## src/rtl/led_scan_ctrl.sv

```systemverilog
// Row scan sequencer for a four-channel LED panel shift chain: row fetch handshake,
// channel select, shift-clock enable, latch and blanking. Optional LED_SCAN_FRAME_PULSE_EN adds frame_done.
module led_scan_ctrl #(
   parameter int CH_BITS      = 32,
   parameter int ROWS         = 16,
   parameter int ROW_W        = $clog2(ROWS),
   parameter int BLANK_CYCLES = 4
) (
   input  logic             clk,
   input  logic             rst,
   input  logic             en,
   input  logic             row_valid,
   output logic             row_ack,
   output logic [ROW_W-1:0] next_row,
   output logic [1:0]       sel,
   output logic             sclk_en,
   output logic             lat,
   output logic             oe_n,
   output logic [ROW_W-1:0] row_addr
`ifdef LED_SCAN_FRAME_PULSE_EN
   ,
   output logic             frame_done
`endif
);

   localparam int SHIFT_LEN = 4 * CH_BITS;
   localparam int CNT_MAX   = (SHIFT_LEN > BLANK_CYCLES) ? SHIFT_LEN : BLANK_CYCLES;
   localparam int CNT_W     = $clog2(CNT_MAX);

   typedef enum logic [2:0] {
      IDLE,
      WAIT,
      SHIFT,
      LATCH,
      BLANK
   } state_t;

   state_t           state_q, state_d;
   logic [CNT_W-1:0] cnt_q, cnt_d;
   logic             shown_q;
   logic [1:0]       sel_d;
   logic             row_ack_d;
   logic             oe_n_d;

   always_comb begin
      state_d = state_q;
      cnt_d   = cnt_q;
      case (state_q)
         IDLE: begin
            if (en) state_d = WAIT;
         end
         WAIT: begin
            if (!en) begin
               state_d = IDLE;
            end else if (row_valid) begin
               state_d = SHIFT;
               cnt_d   = '0;
            end
         end
         SHIFT: begin
            if (cnt_q == CNT_W'(SHIFT_LEN - 1)) state_d = LATCH;
            else                                 cnt_d   = cnt_q + 1'b1;
         end
         LATCH: begin
            state_d = BLANK;
            cnt_d   = '0;
         end
         BLANK: begin
            if (cnt_q == CNT_W'(BLANK_CYCLES - 1)) state_d = en ? WAIT : IDLE;
            else                                    cnt_d   = cnt_q + 1'b1;
         end
         default: begin
            state_d = IDLE;
            cnt_d   = '0;
         end
      endcase

      // Outputs are decoded from the next state so the registered copies line up with state_q
      sel_d = 2'd3;
      if (state_d == SHIFT) sel_d = 2'(32'(cnt_d) / 32'(CH_BITS));
      row_ack_d = (state_d == SHIFT) && (cnt_d == CNT_W'(CH_BITS));
      oe_n_d    = !(shown_q && ((state_d == WAIT) || (state_d == SHIFT)));
   end

   always_ff @(posedge clk or posedge rst) begin
      if (rst) begin
         state_q    <= IDLE;
         cnt_q      <= '0;
         sel        <= 2'd3;
         sclk_en    <= 1'b0;
         lat        <= 1'b0;
         oe_n       <= 1'b1;
         row_ack    <= 1'b0;
         row_addr   <= '0;
         next_row   <= '0;
         shown_q    <= 1'b0;
`ifdef LED_SCAN_FRAME_PULSE_EN
         frame_done <= 1'b0;
`endif
      end else begin
         state_q <= state_d;
         cnt_q   <= cnt_d;
         sel     <= sel_d;
         row_ack <= row_ack_d;
         oe_n    <= oe_n_d;
         // One cycle behind SHIFT to match the shift register's output register
         sclk_en <= (state_q == SHIFT);
         lat     <= (state_q == LATCH);
         if (state_q == LATCH) begin
            row_addr <= next_row;
            next_row <= (next_row == ROW_W'(ROWS - 1)) ? '0 : next_row + 1'b1;
            shown_q  <= 1'b1;
         end
`ifdef LED_SCAN_FRAME_PULSE_EN
         frame_done <= (state_d == LATCH) && (next_row == ROW_W'(ROWS - 1));
`endif
      end
   end

endmodule

```

## config.mk

```make
export PLATFORM = sky130hd
export DESIGN_NAME = led_scan_ctrl
export DESIGN_NICKNAME = d
export VERILOG_FILES = /design/src/rtl/led_scan_ctrl.sv
export SDC_FILE = /design/constraint.sdc
export NUM_CORES = 1
export LEC_CHECK = 0
export BUFFER_PORTS_ARGS = -buffer_cell sky130_fd_sc_hd__buf_2
export CORE_MARGIN = 3
export CORE_UTILIZATION = 38
export DETAILED_ROUTE_END_ITERATION = 10
export HOLD_SLACK_MARGIN = 0.15
export PLACE_DENSITY = 0.55
export SETUP_SLACK_MARGIN = 0.05
export SLEW_MARGIN = 20
export SYNTH_ARGS = -nofsm -noshare
export SYNTH_HDL_FRONTEND = slang
export SYNTH_SLANG_ARGS = --single-unit
```

## constraint.sdc

```tcl
create_clock -name clk -period 2.4 [get_ports clk]
set_input_delay 0.48 -clock clk [delete_from_list [all_inputs] [get_ports clk]]
set_output_delay 0.48 -clock clk [all_outputs]
set_load 0.01 [all_outputs]
```

==> impl_results.md <==
* Part of the Yosys area used for sequential elements at 0.480
* Commonest cells in the synthesized netlist: nand2_1, dfrtp_1, nor2_1
* Number of search-and-repair iterations in the first detailed-routing pass at 4
* Standard-cell row count at 20
* Dominant combinational cell family by area after synthesis: simple AND/OR/NAND/NOR gates
* Total placed cells including tap cells at 198
* Starting density of the core at 0.412
* Worst Setup Start Kind: flip-flop
* CTS HTree Levels at 1
* # port buffers at 17
* Clock latency at the later pin of the worst-skew pair at 330 ps
* Actual transition at the worst max-transition pin at 476 ps
* Adder and majority cell fraction of the synthesized area at 0.0267
* Final TNS setup at 0 ps
* Final count of hold timing violations at 0
* Number of antenna violations at the first check in global routing at 0
* Yosys warning count at 0
* Distinct cells, synth at 45
* Final min period at 2160 ps
* Library cell with the largest summed area after synthesis: dfrtp_1
* CP Class: flip-flop to flip-flop
* Per-cell via count in the routed design at 5.11
* Estimated wirelength of the detail-placed design at 1960 um
* Multiplexer share of the synthesized area at 0.00764
* Number of nets with antenna violations after routing at 0
* Delay of the slowest cell on the worst path at 510 ps
* DRC viols at 0
* Standard cell with the maximum stage delay on the critical path: or4b_4
* Die height at 64.7 um
* Number of buffers and inverters on the critical path at 0
* Share of final-layout standard cells stronger than drive strength 1 at 0.233
* Chain of cells forming the critical path: ha_1 -> or4b_4 -> o41ai_4 -> a21oi_1 -> a211oi_2 -> nor4_2
* Total track usage at 0.149
* R2R Path Start: cnt_q[1]
* Count of boundary I/O pins at 18
* Core ar. at 3180 um2
* EDFF count, synth at 0
* Area share of the leading cell type in the synthesized netlist at 0.420
* Post-CTS Setup Bufs at 0
* Clock Sinks at 25
* Nets in the synthesized netlist at 145
* Final cell count without fillers at 203
* Max Cap Violations at 0
* Post-cts sizing count at 0
* Overall die area at 4190 um2
* Status: finished, final reports clean
* Most used standard cell by instance count after synthesis: nand2_1
* Crit path launch: cnt_q[1]
* Post-route clock period utilization at 0.900
* Routed length per placed instance at 13.0 um
* Leftover overflow at the end of global routing at 0
* Complex-gate fraction of the synthesized area at 0.184
* Tightest slew margin relative to the limit at 0.681
* First DRT Iteration DRCs at 86
* Peak supply drop at 336 uV
* Number of buffers on the longest clock path at 2
* Final wirelength at 2650 um
* Floorplan die width at 64.7 um
* Pwr per Cell Area at 1030 nW/um2
* Final weighted congestion in routability-driven placement at 0.848
* Maximum net fanout on the critical path at 7
* Type of the worst min-delay path: primary input to asynchronous set/reset pin
* First-pass GRT wire length at 4900 um
* Synthesis-to-layout area growth at 13.0%
* Vias in the first global route at 1050
* Tightest hold margin at 167 ps
* RSZ-0062 raised after global routing: no
* Proportion of register bits with asynchronous set or reset after synthesis at 1.00
* Critical path endpoint category: flip-flop
* Avg Synthesized Cell Area at 9.42 um2
* Clock Tree Root: clkbuf_4
* Total Nets Final at 166
* Setup clock skew after layout at 4.88 ps
* Number of register bits inferred by synthesis at 25
* Number of fillers in the final layout at 327
* Post-synthesis instance total at 139
* Number of buffers created by CTS at 3
* Hold-fix buffers, CTS at 0
* Post-synthesis cell area at 1310 um2
* Maximum clock rate at 463 MHz
* Top_reg_cell synth: dfrtp_1
* Pin count of the biggest net entering global routing at 26
* Area share of xor/xnor cells in the synthesized design at 0.0267
* Overall via count from detail_route at 1038
* Clock transition time at the flip-flop clock pins of the worst setup and hold paths at 150 ps
* Arr. time, crit path at 2380 ps
* TritonCTS clock tree: built
* Number of antenna repair diodes at 0
* Top delay family on crit path: compound AO/OA/AOI/OAI gates
* Post-synthesis simple-gate area fraction at 0.228
* Number of max-slew violations in the final report at 0
* Leading post-synthesis cells by cell area: dfrtp_1, nand2_1, dfstp_2
* Required arrival time at the worst endpoint at 2620 ps
* Final Setup Violations at 0
* Leakage dissipation at 0.000705 uW
-- flip-flops by register name, summed over array words and instances (netlist names) --
signal / count
cnt_q: 7
oe_n: 1
row_addr: 4
sel: 2
shown_q: 1
sclk_en: 1
lat: 1
state_q: 3
next_row: 4
row_ack: 1
-- final cells by class --
class | instances | area [um2] | area share
Timing Repair Buffer | 21 | 115 | 0.0778
Clock inverter | 1 | 7.51 | 0.00507
Multi-Input combinational cell | 101 | 621 | 0.419
Sequential cell | 25 | 629 | 0.425
Inverter | 8 | 30.0 | 0.0203
Clock buffer | 3 | 22.5 | 0.0152
Tap cell | 44 | 55.1 | 0.0372
-- through the flow --
step                      setup WS [ps]  area, um2  power, uW   util
after global routing               76.9       1480       1670  0.466
final                               239       1480       1520  0.466
after CTS                           194       1470       1530  0.463
after floorplan                     412       1310       1140      -
after global placement              272       1440       1320  0.454
after detailed placement            220       1440       1320  0.454
-- cell usage in the layout (no fill, tap or decap), drive strengths merged, types with 2 or more instances in the layout --
cell,Yosys,final
clkbuf,1,3
or2,4,4
ha,2,2
nor3,3,3
dfrtp,22,22
a21o,2,2
buf,4,21
o32a,2,2
nor2,11,11
a21oi,7,7
nor3b,2,2
o211ai,2,2
nand3,3,3
dfstp,3,3
inv,7,7
o21ai,7,7
xnor2,3,3
nand2b,4,4
nand2,29,29
-- routing by layer --
| layer | vias up | global-route usage | share of wire |
|---|---|---|---|
| met5 | - | 0 | 0 |
| met4 | 0 | 0.0475 | 0.0094 |
| met3 | 2 | 0.0277 | 0.032 |
| met2 | 14 | 0.227 | 0.45 |
| met1 | 497 | 0.211 | 0.51 |
| li1 | 525 | - | - |
-- final timing paths --
path / to / slack, ps / cells after the start
min in group clk: oe_n / 450 / 1
hold reg to reg: oe_n / 450 / 1
setup / recovery: row_ack / 240 / 6
max in group asynchronous: sel[0] / 1940 / 3
setup reg to reg: row_ack / 240 / 6
hold / removal: state_q[0] / 170 / 3
-- cell families after synthesis --
kind of cell    after synthesis
simple gates                 62
compound gates               31
flops                        25
buf+inv                      13
xor+xnor                      4
fa+ha+maj                     3
mux                           1
-- where the power goes --
group          internal (uW)  switching (uW)
sequential               552             144
combinational            276             347
clock                   63.8             136
-- worst reg2reg max path: stages, from the launching register on --
cell	delay (ps)
dfrtp_1	430
ha_1	230
or4b_4	510
o41ai_4	420
a21oi_1	150
a211oi_2	250
nor4_2	70
Note: power is estimated with default switching activity, not from simulation.
